==> config.mk <==
export PLATFORM = sky130hd
export DESIGN_NAME = unified_mem_arbiter
export DESIGN_NICKNAME = d
export VERILOG_FILES = /design/src/rtl/unified_mem_arbiter.sv
export SDC_FILE = /design/constraint.sdc
export NUM_CORES = 1
export LEC_CHECK = 0
export ABC_AREA = 1
export CAP_MARGIN = 20
export CELL_PAD_IN_SITES_DETAIL_PLACEMENT = 1
export CELL_PAD_IN_SITES_GLOBAL_PLACEMENT = 1
export CORE_MARGIN = 1
export CORE_UTILIZATION = 32
export CTS_CLUSTER_SIZE = 14
export DETAILED_ROUTE_END_ITERATION = 7
export PLACE_DENSITY_LB_ADDON = 0.2
export SKIP_LAST_GASP = 1
export SLEW_MARGIN = 40
export SYNTH_ARGS = -nofsm -noshare
export SYNTH_HDL_FRONTEND = slang
export SYNTH_SLANG_ARGS = --single-unit
==> constraint.sdc <==
create_clock -name clk -period 2.23 [get_ports clk]
set_input_delay 0.446 -clock clk [delete_from_list [all_inputs] [get_ports clk]]
set_output_delay 0.446 -clock clk [all_outputs]
set_load 0.01 [all_outputs]
==> src/rtl/unified_mem_arbiter.sv <==
// unified_mem_arbiter
// Shares one single-ported, variable-latency memory between instruction fetch
// (IF) and data load/store (DM). One access is in flight at a time. Data wins
// contention unless fetch has already lost STARVE_LIMIT consecutive grants,
// in which case fetch is forced through.
//
// Ports:
//   clk, startin                 clock (rising edge), async active-low reset
//   if_req/if_addr               fetch request, held until if_ack
//   if_rdata/if_ack              fetched word (held) and one-cycle completion
//   dm_req/dm_we/dm_addr/dm_wdata data request, held until dm_ack
//   dm_rdata/dm_ack              load data (held) and one-cycle completion
//   mem_req/mem_we/mem_addr/mem_wdata  memory strobe and latched access fields
//   mem_rdata/mem_ready          memory response, sampled only while mem_req=1
//   stall_if/stall_mem           request pending and not completing this cycle
//   busy                         arbiter not idle
//
// state   | meaning
// IDLE    | no access; requests arbitrated here
// BUSY_IF | fetch access in flight, waiting for mem_ready
// BUSY_DM | data access in flight, waiting for mem_ready
// DONE_IF | if_ack cycle
// DONE_DM | dm_ack cycle
module unified_mem_arbiter #(
    parameter int ADDR_W       = 32,
    parameter int DATA_W       = 32,
    parameter int STARVE_LIMIT = 4
) (
    input  logic              clk,
    input  logic              startin,
    input  logic              if_req,
    input  logic [ADDR_W-1:0] if_addr,
    output logic [DATA_W-1:0] if_rdata,
    output logic              if_ack,
    input  logic              dm_req,
    input  logic              dm_we,
    input  logic [ADDR_W-1:0] dm_addr,
    input  logic [DATA_W-1:0] dm_wdata,
    output logic [DATA_W-1:0] dm_rdata,
    output logic              dm_ack,
    output logic              mem_req,
    output logic              mem_we,
    output logic [ADDR_W-1:0] mem_addr,
    output logic [DATA_W-1:0] mem_wdata,
    input  logic [DATA_W-1:0] mem_rdata,
    input  logic              mem_ready,
    output logic              stall_if,
    output logic              stall_mem,
    output logic              busy
);

    typedef enum logic [2:0] {
        IDLE    = 3'd0,
        BUSY_IF = 3'd1,
        BUSY_DM = 3'd2,
        DONE_IF = 3'd3,
        DONE_DM = 3'd4
    } state_t;

    localparam logic [3:0] LIMIT = 4'(STARVE_LIMIT);

    state_t            state, state_nxt;
    logic [3:0]        streak, streak_nxt;
    logic              grant_if, grant_dm;
    logic              lat_we;
    logic [ADDR_W-1:0] lat_addr;
    logic [DATA_W-1:0] lat_wdata;

    always_ff @(posedge clk or negedge startin) begin
        if (!startin) begin
            state  <= IDLE;
            streak <= 4'd0;
        end else begin
            state  <= state_nxt;
            streak <= streak_nxt;
        end
    end

    always_comb begin
        state_nxt  = state;
        streak_nxt = streak;
        grant_if   = 1'b0;
        grant_dm   = 1'b0;
        case (state)
            IDLE: begin
                if (dm_req && (!if_req || streak < LIMIT)) begin
                    grant_dm  = 1'b1;
                    state_nxt = BUSY_DM;
                    // streak counts data grants that fetch had to watch go by
                    if (if_req)
                        streak_nxt = (streak < LIMIT) ? streak + 4'd1 : LIMIT;
                    else
                        streak_nxt = 4'd0;
                end else if (if_req) begin
                    grant_if   = 1'b1;
                    state_nxt  = BUSY_IF;
                    streak_nxt = 4'd0;
                end
            end
            BUSY_IF: if (mem_ready) state_nxt = DONE_IF;
            BUSY_DM: if (mem_ready) state_nxt = DONE_DM;
            DONE_IF: state_nxt = IDLE;
            DONE_DM: state_nxt = IDLE;
            default: state_nxt = IDLE;
        endcase
    end

    // Access fields are captured at grant so later request changes cannot
    // disturb an access already on the memory bus.
    always_ff @(posedge clk or negedge startin) begin
        if (!startin) begin
            lat_we    <= 1'b0;
            lat_addr  <= '0;
            lat_wdata <= '0;
        end else if (grant_dm) begin
            lat_we    <= dm_we;
            lat_addr  <= dm_addr;
            lat_wdata <= dm_wdata;
        end else if (grant_if) begin
            lat_we    <= 1'b0;
            lat_addr  <= if_addr;
            lat_wdata <= '0;
        end
    end

    always_ff @(posedge clk or negedge startin) begin
        if (!startin) begin
            if_rdata <= '0;
            dm_rdata <= '0;
        end else if (mem_ready) begin
            if (state == BUSY_IF)
                if_rdata <= mem_rdata;
            if (state == BUSY_DM && !lat_we)
                dm_rdata <= mem_rdata;
        end
    end

    assign mem_req   = (state == BUSY_IF) || (state == BUSY_DM);
    assign mem_we    = mem_req & lat_we;
    assign mem_addr  = mem_req ? lat_addr : '0;
    assign mem_wdata = mem_req ? lat_wdata : '0;
    assign if_ack    = (state == DONE_IF);
    assign dm_ack    = (state == DONE_DM);
    assign busy      = (state != IDLE);
    assign stall_if  = if_req & ~if_ack;
    assign stall_mem = dm_req & ~dm_ack;

endmodule

Word-level counts from Yosys, hierarchy flattened --
Index checks and enable logic that the tools add are counted.
Storage, ports and cells: bits in read-only memories 0, register bits 136, output and inout port bits 135, input bits 134, word-level logic and storage cells 57, memories kept 0, memory bits (writable) 0, latch bits 0
Operators by class: multiplexer cells 22, add/subtract/negate cells 1, divide/modulo/power cells 0, shift-type cells 0, magnitude comparators 1, $mul 0, eq/ne operators 7, reductions and logical operators 14, bitwise gates (word level) 5
Operator list (count):
- 32-bit two-way mux | 6
- 4-bit two-way mux | 4
- 3-bit two-way mux | 4
- 3-bit one-hot mux with 3 select lines | 1
- 1-bit two-way mux | 7
- 3-bit by 2-bit == test with 1-bit output (second input constant) | 2
- 2-bit AND reduction | 3
- 4-bit by 1-bit adder with 4-bit output (second input constant) | 1
- 4-bit by 3-bit less-than comparator with 1-bit output (second input constant) | 1
- 2-bit != test (second input constant) | 2
- 2-bit nonzero test | 2
- 1-bit AND | 3
- 3-bit by 1-bit == test with 1-bit output (second input constant) | 1
- 3-bit == test (second input constant) | 1
- 3-bit zero test | 1
- 3-bit != test (second input constant) | 1
- 3-bit AND reduction | 1
- 3-bit nonzero test | 1
- 1-bit logical AND | 2
- 1-bit zero test | 2
- 1-bit logical OR | 2
- 1-bit NOT | 2

Longest topological paths before layout --
depth after elaboration 7, mapped depth 9, depth with buffers taken out 7

Worst setup path after synthesis --
OpenSTA, ideal clock, no wires.
kind register -> output, from register state[2], to output mem_addr[12], path buffers 2, cell stages (with the launch flop) 8, arrival 1299 ps, data required time 1784 ps, slack 485 ps, cell sequence dfrtp_1 inv_2 nand3_2 nand2_1 inv_2 buf_4 buf_2 nor2_1
Between the ends: cells in the longest elaborated chain, start to end 3, elaborated cells between the ends (all ways) 4, classes of those cells eq/ne: 2; mux: 1; reduce/logical: 1
Ends and longest elaborated chain:
- from (decl) | RTL line 62 | state_t state, state_nxt;
- from (signal assigned) | RTL line 74 | state <= state_nxt;
- 3-bit by 1-bit == test with 1-bit output or 3-bit by 2-bit == test with 1-bit output (tied branches) | RTL line 138 | assign mem_req = (state == BUSY_IF) || (state == BUSY_DM);
- 1-bit logical OR * | RTL line 138
- via mem_req | RTL line 41 | output logic mem_req,
- 32-bit two-way mux * | RTL line 140 | assign mem_addr = mem_req ? lat_addr : '0;
- to (decl) | RTL line 43 | output logic [ADDR_W-1:0] mem_addr,
Mark *: on every way through the listed nets, which the timed path passes. The rest lies on a longest branch.

Worst setup path in the final report --
from register state[1], to output stall_if
Between the ends: cells in the longest elaborated chain, start to end 3
Ends and longest elaborated chain:
- 3-bit by 2-bit == test with 1-bit output | RTL line 142 | assign if_ack = (state == DONE_IF);
- 1-bit NOT | RTL line 145 | assign stall_if = if_req & ~if_ack;
- 1-bit AND | RTL line 145
- to (decl) | RTL line 47 | output logic stall_if,
No other way between the ends.

==> flow_metrics.env <==
export IMPL_status="finished clean"
export IMPL_wl_per_cell_um=14.6
export IMPL_num_antenna_cells=0
export IMPL_comb_power_share=0.479
export IMPL_post_place_ws_ns=0.0984
export IMPL_syn_to_final_growth_pct=54.1
export IMPL_fin_util=0.509
export IMPL_final_hold_viol_count=0
export IMPL_cts_buffers=17
export IMPL_start_kind="register"
export IMPL_cp_max_fo=4
export IMPL_clockRootBuffer="clkbuf_16"
export IMPL_p_seq_frac=0.311
export IMPL_die_area_um2=20900
export IMPL_drt_iter0_markers=179
export IMPL_maxCapViolCount=0
export IMPL_leakagePower_nw=5.29
export IMPL_tritoncts="built"
export IMPL_clkLatencyLatePin_ns=0.42
export IMPL_synth_edff_count=0
export IMPL_drv_slew=0
export IMPL_routed_wl_mm=20.8
export IMPL_finalCritPeriodShare=0.993
export IMPL_clockBufferDepth=2
export IMPL_dp_hpwl_mm=14.6
export IMPL_grt_usage=0.201
export IMPL_netlist_instances=873
export IMPL_grt_start_max_net_pins=82
export IMPL_initial_utilization=0.330
export IMPL_postRouteAntennaNets=0
export IMPL_rows=51
export IMPL_synthesis_yosys_warnings=0
export IMPL_avgViaCountPerCell=4.34
export IMPL_p_clk_frac=0.210
export IMPL_period_needed_ns=2.21
export IMPL_switching_power_mw=5.15
export IMPL_whs_ns=0.374
export IMPL_port_buffers=268
export IMPL_critPathCaptureType="primary output"
export IMPL_drc=0
export IMPL_clk_pin_slew_worst_paths_ns=0.06
export IMPL_cts_sinks=136
export IMPL_maxSlewHeadroom=0.683
export IMPL_ios=269
export IMPL_rsz0062_at_grt="true"
export IMPL_overflow=0
export IMPL_grt_pass1_vias=6337
export IMPL_worstSetupPathType="reg2out"
export IMPL_syn_num_nets=1008
export IMPL_antenna_found_initial=0
export IMPL_coreArea_um2=19700
export IMPL_syn_avg_cell_area_um2=7.43
export IMPL_ir_drop_v=0.000523
export IMPL_cp_required_ns=1.78
export IMPL_ys_seq_area_frac=0.524
export IMPL_htreeDepth=4
export IMPL_ys_ff_latch=136
export IMPL_fmax_mhz=452
export IMPL_gp_congestion=0.749
export IMPL_cp_slowest_cell="clkdlybuf4s50_1"
export IMPL_drive_gt1_frac=0.129
export IMPL_setup_tns_ns=0
export IMPL_critPathMaxStageDelay_ns=0.48
export IMPL_p_int_mw=8.10
export IMPL_fin_ws_ns=0.0164
export IMPL_critical_path_cell_chain="inv_2, buf_4, nor3_2, nor2_1, clkdlybuf4s50_1"
export IMPL_r2r_slack_ns=0.68
export IMPL_nNetsFinal=1281
export IMPL_die_y_um=144
export IMPL_tightest_slew_ns=0.475
export IMPL_hold_class="in2async"
export IMPL_synth_distinct_cells=25
export IMPL_synth_area_um2=6490
export IMPL_grt_pass1_wl_mm=32.1
export IMPL_setup_violations=0
export IMPL_die_width_um=144
export IMPL_vias=6183
export IMPL_async_reset_ff_frac=1.00
export IMPL_synthFlopType="dfrtp_1"
export IMPL_dr_pass1_iters=4
export IMPL_powerDensity_nw_per_um2=1330
export IMPL_cp_arrival_ns=1.77
export IMPL_finalClockSkew_ns=0.0111
export IMPL_switching_share=0.389
==> logic make-up after synthesis <==
kind of cell | Yosys count | share of synthesized area
AO/OA/AOI/OAI | 100 | 0.0789
flip-flops | 136 | 0.524
AND/OR/NAND/NOR | 390 | 0.242
adder cells (fa/ha/maj) | 1 | 0.00193
buffers and inverters | 246 | 0.153
==> state kept, by name (all words and copies together) (netlist names) <==
register / cells
streak: 4
lat_we: 1
dm_rdata: 32
state: 3
lat_addr: 32
lat_wdata: 32
if_rdata: 32
==> power by group through the flow <==
stage	Clock, mW	Combinational (mW)	Sequential [mW]
after global placement	0	6.45	4.10
after detailed placement	0	6.60	4.16
after CTS	2.85	6.35	4.13
final	2.78	6.35	4.12
after global routing	2.95	7.06	4.26
after floorplan	0	2.97	4.33
==> path summary, 6_finish.rpt <==
check                                    startpoint  cells after the start                         to
max                            state[1]$_DFFE_PN0P_                      5                   stall_if
min                                         startin                      2  lat_wdata[21]$_DFFE_PN0P_
max reg2reg                    state[2]$_DFFE_PN0P_                      9    lat_addr[0]$_DFFE_PN0P_
min reg2reg                lat_addr[22]$_DFFE_PN0P_                      2   lat_addr[22]$_DFFE_PN0P_
max in group asynchronous                   startin                      3   dm_rdata[14]$_DFFE_PN0P_
min in group clk           lat_addr[22]$_DFFE_PN0P_                      2   lat_addr[22]$_DFFE_PN0P_
==> final cells by class <==
class	instances	area (um^2)
inverters	204	768
clock buffers	19	433
multi-input cells	491	2130
flip-flops and latches	136	3400
fillers	2448	9660
clock inverters	13	145
well taps	265	332
repair buffers	296	2790
==> synth_stat cells (2+ instances only) <==
| master | count | share of area |
|---|---|---|
| clkbuf_1 | 5 | 0.0029 |
| nand4_1 | 3 | 0.0029 |
| nor2_4 | 2 | 0.0035 |
| nor2_1 | 102 | 0.059 |
| nor2_2 | 2 | 0.0019 |
| nand2_2 | 2 | 0.0019 |
| inv_2 | 22 | 0.013 |
| a21oi_1 | 33 | 0.025 |
| nand2_1 | 239 | 0.14 |
| buf_6 | 3 | 0.0052 |
| dfrtp_1 | 136 | 0.52 |
| inv_1 | 182 | 0.11 |
| o21ai_0 | 44 | 0.034 |
| o21ai_1 | 22 | 0.017 |
| nor3_1 | 2 | 0.0015 |
| buf_2 | 31 | 0.024 |
| nand3_2 | 2 | 0.0031 |
| nand3_1 | 34 | 0.026 |
==> per-stage QoR <==
stage | cell area, um^2 | cells | power (mW)
final | 10000 | 1424 | 13.3
after global routing | 10000 | 1424 | 14.3
after CTS | 10100 | 1421 | 13.3
after detailed placement | 9560 | 1387 | 10.8
after global placement | 9560 | 1387 | 10.6
after floorplan | 6490 | 873 | 7.29
==> cells in the final DEF (no fill, tap or decap), types with 3 or more instances in the layout <==
cell type and n:
nand2_1 238, clkdlybuf4s50_1 197, inv_1 182, dfrtp_1 135, nor2_1 99, o21ai_0 44, clkbuf_2 43, a21oi_1 33
nand3_1 33, o21ai_1 22, inv_2 21, clkbuf_16 18, buf_4 16, clkdlybuf4s15_1 13, buf_12 8, clkinvlp_4 6
dlygate4sd2_1 5, buf_2 5, nor2_2 4, nand3_2 3, nor2_4 3, nand4_1 3, inv_6 3, clkdlybuf4s15_2 3
==> critical path: cells and delay by family (launching register included) <==
| family | cells | cell delay [ns] |
|---|---|---|
| flip-flops | 1 | 0.39 |
| AND/OR/NAND/NOR | 2 | 0.29 |
| buffers and inverters | 3 | 0.68 |
==> what timing repair did <==
| item | in CTS | in global routing |
|---|---|---|
| endpoints found under the hold margin | 1 | 0 |
| setup endpoints to repair | 71 | 67 |
| buffers inserted | 1 | 1 |
| resized for setup | 104 | 98 |
| gates cloned | 0 | 2 |
| hold buffers | 1 | 0 |
| pin swaps | 0 | 1 |
==> layer usage <==
| layer | global-route usage | wire length [um] |
|---|---|---|
| met1 | 0.249 | 9080 |
| met2 | 0.334 | 9700 |
| met3 | 0.0629 | 1730 |
| met4 | 0.0554 | 270 |
| met5 | 0 | 0 |
(Power assumes the default switching activity.)
